[src/rtl/ctrl_pkg.sv]
// Shared constants for the multi-cycle controller: FSM states, instruction
// classes, RV opcodes and ALU operation codes.
package ctrl_pkg;

  typedef enum logic [2:0] {
    ST_IDLE      = 3'd0,
    ST_FETCH     = 3'd1,
    ST_DECODE    = 3'd2,
    ST_EXECUTE   = 3'd3,
    ST_MEMORY    = 3'd4,
    ST_WRITEBACK = 3'd5,
    ST_HALT      = 3'd6
  } state_t;

  typedef enum logic [2:0] {
    CLS_NONE = 3'd0,
    CLS_R    = 3'd1,
    CLS_ADDI = 3'd2,
    CLS_LD   = 3'd3,
    CLS_SD   = 3'd4,
    CLS_BEQ  = 3'd5
  } iclass_t;

  localparam logic [6:0] OP_R    = 7'b0110011;
  localparam logic [6:0] OP_ADDI = 7'b0010011;
  localparam logic [6:0] OP_LD   = 7'b0000011;
  localparam logic [6:0] OP_SD   = 7'b0100011;
  localparam logic [6:0] OP_BEQ  = 7'b1100011;

  localparam logic [3:0] ALU_AND = 4'b0000;
  localparam logic [3:0] ALU_OR  = 4'b0001;
  localparam logic [3:0] ALU_ADD = 4'b0010;
  localparam logic [3:0] ALU_SUB = 4'b0110;

  function automatic iclass_t classify(input logic [6:0] opcode);
    iclass_t cls;
    case (opcode)
      OP_R:    cls = CLS_R;
      OP_ADDI: cls = CLS_ADDI;
      OP_LD:   cls = CLS_LD;
      OP_SD:   cls = CLS_SD;
      OP_BEQ:  cls = CLS_BEQ;
      default: cls = CLS_NONE;
    endcase
    return cls;
  endfunction

endpackage

[src/rtl/multicycle_controller_if.sv]
// Controller <-> datapath/memory bundle. master = controller, slave = datapath.
interface multicycle_controller_if;
  logic [31:0] instruction;
  logic        zero;
  logic        imem_ready;
  logic        dmem_ready;
  logic        imem_req;
  logic        ir_write;
  logic        dmem_req;
  logic        mem_read;
  logic        mem_write;
  logic        mdr_write;
  logic        reg_write;
  logic        mem_to_reg;
  logic        alu_src;
  logic [3:0]  alu_ctrl;
  logic        branch;
  logic        pc_write;
  logic        pc_src;
  logic        halted;
  logic        illegal;
  logic [63:0] instret;
  logic [2:0]  state;

  modport master (
    input  instruction, zero, imem_ready, dmem_ready,
    output imem_req, ir_write, dmem_req, mem_read, mem_write, mdr_write,
           reg_write, mem_to_reg, alu_src, alu_ctrl, branch, pc_write,
           pc_src, halted, illegal, instret, state
  );

  modport slave (
    output instruction, zero, imem_ready, dmem_ready,
    input  imem_req, ir_write, dmem_req, mem_read, mem_write, mdr_write,
           reg_write, mem_to_reg, alu_src, alu_ctrl, branch, pc_write,
           pc_src, halted, illegal, instret, state
  );
endinterface

[src/rtl/alu_control.sv]
// Combinational ALU operation select from instruction class and funct fields.
module alu_control
  import ctrl_pkg::*;
(
  input  iclass_t    cls,
  input  logic [2:0] funct3,
  input  logic       funct7_5,
  output logic [3:0] alu_ctrl,
  output logic       r_illegal
);

  always_comb begin
    alu_ctrl  = ALU_AND;
    r_illegal = 1'b0;
    case (cls)
      CLS_R: begin
        case (funct3)
          3'b000:  alu_ctrl = funct7_5 ? ALU_SUB : ALU_ADD;
          3'b111:  alu_ctrl = ALU_AND;
          3'b110:  alu_ctrl = ALU_OR;
          default: r_illegal = 1'b1;
        endcase
      end
      CLS_ADDI, CLS_LD, CLS_SD: alu_ctrl = ALU_ADD;
      CLS_BEQ:                  alu_ctrl = ALU_SUB;
      default:                  alu_ctrl = ALU_AND;
    endcase
  end

endmodule

[src/rtl/multicycle_controller.sv]
// Multi-cycle control FSM with req/ready memory handshakes, sticky halt and
// a retired-instruction counter.
module multicycle_controller
  import ctrl_pkg::*;
(
  input  logic                    clk,
  input  logic                    reset,
  multicycle_controller_if.master bus
);

  state_t      state_q, state_d;
  logic        illegal_q;
  logic        set_illegal;
  logic        retire;
  logic [63:0] instret_q;
  iclass_t     cls, alu_cls;
  logic [3:0]  alu_code;
  logic        r_illegal;
  logic        is_ld;

  assign cls     = classify(bus.instruction[6:0]);
  assign is_ld   = (cls == CLS_LD);
  // ALU select only decodes in EXECUTE so alu_ctrl reads 0 elsewhere
  assign alu_cls = (state_q == ST_EXECUTE) ? cls : CLS_NONE;

  alu_control u_alu_control (
    .cls       (alu_cls),
    .funct3    (bus.instruction[14:12]),
    .funct7_5  (bus.instruction[30]),
    .alu_ctrl  (alu_code),
    .r_illegal (r_illegal)
  );

  always_ff @(posedge clk or negedge reset) begin
    if (!reset) begin
      state_q   <= ST_IDLE;
      illegal_q <= 1'b0;
      instret_q <= '0;
    end else begin
      state_q <= state_d;
      if (set_illegal) illegal_q <= 1'b1;
      if (retire)      instret_q <= instret_q + 64'd1;
    end
  end

  always_comb begin
    state_d        = state_q;
    set_illegal    = 1'b0;
    retire         = 1'b0;
    bus.imem_req   = 1'b0;
    bus.ir_write   = 1'b0;
    bus.dmem_req   = 1'b0;
    bus.mem_read   = 1'b0;
    bus.mem_write  = 1'b0;
    bus.mdr_write  = 1'b0;
    bus.reg_write  = 1'b0;
    bus.mem_to_reg = 1'b0;
    bus.alu_src    = 1'b0;
    bus.branch     = 1'b0;
    bus.pc_src     = 1'b0;
    unique case (state_q)
      ST_IDLE: state_d = ST_FETCH;
      ST_FETCH: begin
        bus.imem_req = 1'b1;
        if (bus.imem_ready) begin
          bus.ir_write = 1'b1;
          state_d      = ST_DECODE;
        end
      end
      ST_DECODE: begin
        if (bus.instruction == 32'd0) begin
          state_d = ST_HALT;
        end else if (cls == CLS_NONE) begin
          state_d     = ST_HALT;
          set_illegal = 1'b1;
        end else begin
          state_d = ST_EXECUTE;
        end
      end
      ST_EXECUTE: begin
        case (cls)
          CLS_R: begin
            if (r_illegal) begin
              state_d     = ST_HALT;
              set_illegal = 1'b1;
            end else begin
              state_d = ST_WRITEBACK;
            end
          end
          CLS_ADDI: begin
            bus.alu_src = 1'b1;
            state_d     = ST_WRITEBACK;
          end
          CLS_LD, CLS_SD: begin
            bus.alu_src = 1'b1;
            state_d     = ST_MEMORY;
          end
          CLS_BEQ: begin
            bus.branch = 1'b1;
            bus.pc_src = bus.zero;
            retire     = 1'b1;
            state_d    = ST_FETCH;
          end
          default: state_d = ST_HALT;
        endcase
      end
      ST_MEMORY: begin
        bus.dmem_req  = 1'b1;
        bus.mem_read  = is_ld;
        bus.mem_write = !is_ld;
        if (bus.dmem_ready) begin
          if (is_ld) begin
            bus.mdr_write = 1'b1;
            state_d       = ST_WRITEBACK;
          end else begin
            retire  = 1'b1;
            state_d = ST_FETCH;
          end
        end
      end
      ST_WRITEBACK: begin
        bus.reg_write  = 1'b1;
        bus.mem_to_reg = is_ld;
        retire         = 1'b1;
        state_d        = ST_FETCH;
      end
      ST_HALT: state_d = ST_HALT;
      default: state_d = ST_IDLE;
    endcase
  end

  assign bus.pc_write = retire;
  assign bus.alu_ctrl = alu_code;
  assign bus.halted   = (state_q == ST_HALT);
  assign bus.illegal  = illegal_q;
  assign bus.instret  = instret_q;
  assign bus.state    = state_q;

endmodule

[src/flat_wrapper.sv]
// flat-port wrapper written by rule: the top's interface ports become plain ports
module multicycle_controller_flat import ctrl_pkg::*;
  (clk, reset, bus_instruction, bus_zero, bus_imem_ready, bus_dmem_ready, bus_imem_req, bus_ir_write, bus_dmem_req, bus_mem_read, bus_mem_write, bus_mdr_write, bus_reg_write, bus_mem_to_reg, bus_alu_src, bus_alu_ctrl, bus_branch, bus_pc_write, bus_pc_src, bus_halted, bus_illegal, bus_instret, bus_state);
  multicycle_controller_if bus_i ();
  input  logic clk;
  input  logic reset;
  input wire logic [$bits(bus_i.instruction)-1:0] bus_instruction;
  input wire logic [$bits(bus_i.zero)-1:0] bus_zero;
  input wire logic [$bits(bus_i.imem_ready)-1:0] bus_imem_ready;
  input wire logic [$bits(bus_i.dmem_ready)-1:0] bus_dmem_ready;
  output wire logic [$bits(bus_i.imem_req)-1:0] bus_imem_req;
  output wire logic [$bits(bus_i.ir_write)-1:0] bus_ir_write;
  output wire logic [$bits(bus_i.dmem_req)-1:0] bus_dmem_req;
  output wire logic [$bits(bus_i.mem_read)-1:0] bus_mem_read;
  output wire logic [$bits(bus_i.mem_write)-1:0] bus_mem_write;
  output wire logic [$bits(bus_i.mdr_write)-1:0] bus_mdr_write;
  output wire logic [$bits(bus_i.reg_write)-1:0] bus_reg_write;
  output wire logic [$bits(bus_i.mem_to_reg)-1:0] bus_mem_to_reg;
  output wire logic [$bits(bus_i.alu_src)-1:0] bus_alu_src;
  output wire logic [$bits(bus_i.alu_ctrl)-1:0] bus_alu_ctrl;
  output wire logic [$bits(bus_i.branch)-1:0] bus_branch;
  output wire logic [$bits(bus_i.pc_write)-1:0] bus_pc_write;
  output wire logic [$bits(bus_i.pc_src)-1:0] bus_pc_src;
  output wire logic [$bits(bus_i.halted)-1:0] bus_halted;
  output wire logic [$bits(bus_i.illegal)-1:0] bus_illegal;
  output wire logic [$bits(bus_i.instret)-1:0] bus_instret;
  output wire logic [$bits(bus_i.state)-1:0] bus_state;
  assign bus_i.instruction = bus_instruction;
  assign bus_i.zero = bus_zero;
  assign bus_i.imem_ready = bus_imem_ready;
  assign bus_i.dmem_ready = bus_dmem_ready;
  assign bus_imem_req = bus_i.imem_req;
  assign bus_ir_write = bus_i.ir_write;
  assign bus_dmem_req = bus_i.dmem_req;
  assign bus_mem_read = bus_i.mem_read;
  assign bus_mem_write = bus_i.mem_write;
  assign bus_mdr_write = bus_i.mdr_write;
  assign bus_reg_write = bus_i.reg_write;
  assign bus_mem_to_reg = bus_i.mem_to_reg;
  assign bus_alu_src = bus_i.alu_src;
  assign bus_alu_ctrl = bus_i.alu_ctrl;
  assign bus_branch = bus_i.branch;
  assign bus_pc_write = bus_i.pc_write;
  assign bus_pc_src = bus_i.pc_src;
  assign bus_halted = bus_i.halted;
  assign bus_illegal = bus_i.illegal;
  assign bus_instret = bus_i.instret;
  assign bus_state = bus_i.state;
  multicycle_controller u_core (.clk(clk), .reset(reset), .bus(bus_i));
endmodule
[config.mk]
export PLATFORM = sky130hd
export DESIGN_NAME = multicycle_controller_flat
export DESIGN_NICKNAME = d
export VERILOG_FILES = /design/src/rtl/ctrl_pkg.sv /design/src/rtl/multicycle_controller_if.sv /design/src/rtl/alu_control.sv /design/src/rtl/multicycle_controller.sv /design/src/flat_wrapper.sv
export SDC_FILE = /design/constraint.sdc
export NUM_CORES = 1
export LEC_CHECK = 0
export CORE_ASPECT_RATIO = 0.8
export CORE_UTILIZATION = 49
export CTS_CLUSTER_SIZE = 8
export DETAILED_ROUTE_END_ITERATION = 7
export PLACE_DENSITY_LB_ADDON = 0.08
export SETUP_SLACK_MARGIN = 0.3
export SYNTH_ARGS = -nofsm -noshare
export SYNTH_HDL_FRONTEND = slang
export SYNTH_HIERARCHICAL = 1
export SYNTH_SLANG_ARGS = --single-unit
[constraint.sdc]
create_clock -name clk -period 4.8 [get_ports clk]
set_clock_uncertainty 0.1 [all_clocks]
set_input_delay 0.96 -clock clk [delete_from_list [all_inputs] [get_ports clk]]
set_output_delay 0.96 -clock clk [all_outputs]
set_load 0.05 [all_outputs]
# Word-level counts from Yosys, hierarchy flattened
# Index checks and enable logic that the tools add are counted.
# W data, S select, Z words.
# op_classes
div,0
multipliers,0
add_sub_neg,1
reduce_logical,11
n_lt_le_gt_ge,0
n_shift,0
n_mux,40
n_bitwise,0
n_eq_ne,25
# op_table
operator,count
$add A64 B1 Y64 const B,1
$logic_not A32 Y1,1
$eq A3 B3 Y1 const B,9
$mux W1,25
$mux W3,7
$eq A3 B2 Y1 const B,6
$pmux W3 S6,1
$pmux W3 S5,1
$eq A7 B6 Y1 const B,2
$pmux W3 S4,1
$pmux W4 S3,1
$eq A3 B1 Y1 const B,3
$logic_not A3 Y1,3
$reduce_or A3 Y1,3
$pmux W4 S2,1
$eq A7 B2 Y1 const B,1
$eq A7 B5 Y1 const B,1
$eq A7 B7 Y1 const B,1
$ne A2 B2 Y1 const B,2
$reduce_or A2 Y1,2
$pmux W1 S3,1
$mux W2,1
$pmux W1 S2,1
$reduce_and A2 Y1,1
$logic_not A1 Y1,1
# word_totals
inputBits,37
out_inout_bits,85
regBits,68
elab_cells,80
latchBits,0
ramBits,0
mem_bits_ro,0
n_memories,0

# Longest topological paths before layout
# logic_depth
depth_word,8
depth_mapped,13
ltp_nobuf,12

# By module
# The synthesis kept the hierarchy.
# modules_own_cells
module,cells_per_inst,instances,area_each_um2,seq_area_each_um2
multicycle_controller,343,1,3470.8,1701.6
alu_control,12,1,77.6,0.0

# Least setup slack after synthesis
# OpenSTA, ideal clock, no wires.
# synth_timing
kind,in2out
start,in bus_instruction[2]
end,out bus_alu_ctrl[1]
t_required_ns,3.740
setup_slack_ns,0.435
arrival_ns,3.305
cell_stages,5
n_path_buf,0
cell_sequence,and4bb_4 > nand3_1 > nor2_1 > nand2b_1 > o41ai_1
# synth_between
elab_chain_cells,6
elab_cells_between_ends,14
classes_between,eq/ne: 10; mux: 3; reduce/logical: 1
# synth_lines
element,line_no,source
from (decl),flat_wrapper.sv:7,input wire logic [$bits(bus_i.instruction)-1:0] bus_instruction;
$eq A7 B7 Y1 (tied with other cells),ctrl_pkg.sv:37,case (opcode)
$pmux W3 S5 *,ctrl_pkg.sv:37,
$mux W3 *,multicycle_controller.sv:24,assign alu_cls = (state_q == ST_EXECUTE) ? cls : CLS_NONE;
named net u_core.alu_cls[0],multicycle_controller.sv:16,"iclass_t cls, alu_cls;"
$eq A3 B2 Y1 / $eq A3 B3 Y1 (equally long branches),alu_control.sv:15,case (cls)
$reduce_or A3 Y1,alu_control.sv:15,
$pmux W4 S3 *,alu_control.sv:15,
to (decl),flat_wrapper.sv:20,output wire logic [$bits(bus_i.alu_ctrl)-1:0] bus_alu_ctrl;
# The timed path passes the listed nets; every way through them passes the cells marked *.

# Worst setup path in the final report
# layout_timing
start,in bus_instruction[2]
end,out bus_alu_ctrl[2]
# The elaborated chain is that of the path after synthesis.

==> results by group <==
Power
  • Switching portion of total power: 0.3698
  • Total net switching power: 0.6469 mW
  • Pint: 1.103 mW
  • Flop pwr share: 0.387
  • Gate power share: 0.310
  • Leakage: 2.144 nW
  • P per Cell Area: 348.0 nW/um^2
  • Clk network pwr share: 0.303
  • Pwr Total: 1.750 mW
  • VDD IR max: 401.5 uV

Floorplanning
  • Die ar.: 7588 sq um
  • IO Pins: 122
  • Initial core utilization: 0.5099
  • Row count: 27
  • Core Region: 6959 sq um
  • DIE WIDTH: 97.14 microns
  • Die height: 78.12 microns

Synth
  • Synth cell types: 48
  • Post-synth top area cell: dfrtp_1
  • Xor/xnor share of the synthesized area: 0.1580
  • Mean Syn Cell Area: 9.996 sq um
  • Synth top area share: 0.4795
  • Ys Warns: 6
  • Post-synth ARST share: 1.000
  • Post-Synth Adder-Cell Area: 0.003526
  • Synth Area in Simple Gates: 0.2867
  • Mapped cell area: 3548 sq um
  • Main synth FF type: dfrtp_1
  • Post-synth EDFFs: 0
  • Net Count, Synth: 393
  • Mux cell area share after synthesis: 0
  • Largest family of logic cells by synthesized area: simple AND/OR/NAND/NOR gates
  • FF+latch count, synth: 68
  • Synth top area cells: dfrtp_1 (48%), xnor2_1 (11%), xor2_1 (5.2%)
  • Synthesized instance count: 355
  • Synth Area in Compound Gates: 0.04231
  • Sequential-to-total area share from yosys stat: 0.4795

Worst setup path
  • Crit Path Category: in -> out
  • Max FO, Critical Path: 7
  • Reg2reg end: u_core/bus.state[0]
  • R2r setup slk: 1.97 ns
  • Data required time at the worst endpoint: 3.74 ns
  • Reg2reg start: u_core/bus.state[0]
  • Setup crit end kind: output port
  • Cells on worst reg2reg path: 11
  • Crit path DAT: 3.28 ns
  • Startpoint Class: primary input

Clocking
  • Clk buf depth: 2
  • Clk Latency, worst-skew pair: 0.34 ns
  • Clk root buf: clkbuf_8
  • Number of setup buffers added after CTS: 0
  • CTS sink cnt: 68
  • Clk slew on worst S/H paths: 0.08 ns
  • Max H-tree Level: 3
  • Inserted Clock Buffers: 9
  • TritonCTS clock tree: yes

STA
  • # setup viols final: 0
  • Worst slew margin: 0.4892
  • Total Neg Setup Slack: 0 ns
  • Minimum clock period: 4.336 ns
  • RSZ-0062 raised after global routing: no
  • Max Fclk: 230.6 MHz
  • Final Max Slew Viols: 0
  • Fin. Hold Viols: 0
  • Period utilisation layout: 0.9033
  • Slew @ Worst Pin: 0.7592 ns

Outcome
  • Status: complete, no violations

Placement
  • Post-DP HPWL: 6.694 mm
  • IO Port Bufs: 120
  • Routability congestion estimate: 0.8991

Worst hold path
  • Worst min path class: reg -> reg
  • Hold EP: u_core/bus.instret[63]
  • Hold Crit Depth: 1
  • Min-delay src: u_core/bus.instret[63]

Layout
  • Share of layout cells above drive strength 1: 0.06818
  • Final #Nets: 517
  • Layout area overhead: 41.68%
  • Diode count: 0

Global route
  • Total GRT Usage: 0.2515
  • Initial antenna violation count: 0
  • Vias in the first global route: 3,099
  • First-pass GRT wire length: 15.05 mm
  • Largest net degree at the start of global routing: 39
  • Gr ovfl total: 0

Detailed routing
  • Detailed-route via count: 3,154
  • 1st-pass router iterations: 4
  • Vias per cell: 5.524
  • Drt wl/cell: 15.96 microns
  • Final ANT Viol Nets: 0
  • WL final: 9.116 mm
  • Iteration-0 DRC Markers: 133
  • Residual DRC: 0

Job
  • # Max-Cap Violations: 0
[kinds of logic (layout without fill, tap and decap cells)]
kind of cell,count (synthesis),in the layout
buffers and inverters,18,147
flip-flops,68,68
AO/OA/AOI/OAI,23,23
XOR/XNOR,64,64
other,1,1
adder cells (fa/ha/maj),1,1
AND/OR/NAND/NOR,180,180
[worst max path at each step]
stage / from / to / cells past startpoint
floorplan: bus_instruction[2] / bus_alu_ctrl[1] / 5
global placement: bus_instruction[2] / bus_alu_ctrl[1] / 7
detailed placement: bus_instruction[5] / bus_alu_ctrl[1] / 8
CTS: bus_instruction[5] / bus_alu_ctrl[1] / 8
global route: bus_instruction[0] / bus_alu_ctrl[2] / 7
finish: bus_instruction[2] / bus_alu_ctrl[2] / 7
[through the flow]
step / cells / util / instance area [sq um] / hold WS (ns) / worst slack (ns)
final: 571 / 0.7224 / 5027 / 0.3685 / 0.4642
after global routing: 571 / 0.7224 / 5027 / 0.3852 / 0.3131
after CTS: 571 / 0.7217 / 5022 / 0.3713 / 0.4028
after detailed placement: 555 / 0.6893 / 4797 / 0.3607 / 0.4014
after global placement: 555 / 0.6893 / 4797 / 0.3541 / 0.4505
after floorplan: 355 / - / 3548 / 0.5644 / 0.4351
[per-layer routing]
layer  share of wire  vias to the layer above  track usage
met5               0                        -            0
met4           0.015                        0      0.08507
met3           0.052                       14      0.07124
met2            0.48                       92       0.4028
met1            0.45                     1545       0.3300
li1                -                     1503            -
[cells in the final DEF (no fill, tap or decap), drive strengths merged, types with 13 or more instances in the layout]
cell type	count
nor2	28
clkdlybuf4s50	116
nand3	29
nand4	18
xor2	21
nor3	13
nand2	32
dfrtp	68
xnor2	43
and3	17
[sequential cells by signal (all words and copies together) (netlist names)]
signal	flops
u_core/bus.state	3
u_core/bus.illegal	1
u_core/bus.instret	64
[synthesized netlist by cell type, types with 4 or more instances]
master,count
xnor2_1,43
inv_1,8
nand2b_1,4
nand2_1,32
and3_1,17
nand3_1,29
xor2_1,21
nor4_1,11
buf_4,5
nor2b_1,4
a21oi_1,10
nand4_1,17
and4_1,7
dfrtp_1,68
nor2_1,26
nor3_1,12
[power by group through the flow]
| stage | combinational [mW] | clock (mW) | sequential [mW] |
|---|---|---|---|
| after floorplan | 0.260 | 0 | 0.782 |
| after global placement | 0.531 | 0 | 0.686 |
| after detailed placement | 0.539 | 0 | 0.686 |
| after CTS | 0.541 | 0.540 | 0.676 |
| after global routing | 0.577 | 0.567 | 0.686 |
| final | 0.541 | 0.531 | 0.677 |
[cell type report]
cell class                      instances  area (sq um)
Fill cell                             559          1932
Multi-Input combinational cell        269          1744
Sequential cell                        68          1702
Timing Repair Buffer                  122          1214
Clock buffer                           11         141.4
Tap cell                               87         108.9
Clock inverter                          5         83.83
Inverter                                9         33.78
[what timing repair did]
action,4_1_cts,5_1_grt
hold buffers,0,0
setup endpoints to repair,0,2
gates resized for setup,0,2
[critical path, stage by stage]
cell and delay, ns:
clkdlybuf4s50_1 0.41, and4bb_4 0.39, nand3_1 0.17, nor2_1 0.33, inv_1 0.08, a21oi_1 0.12, clkdlybuf4s50_1 0.81
No activity file was read; power rests on OpenSTA's default activity.
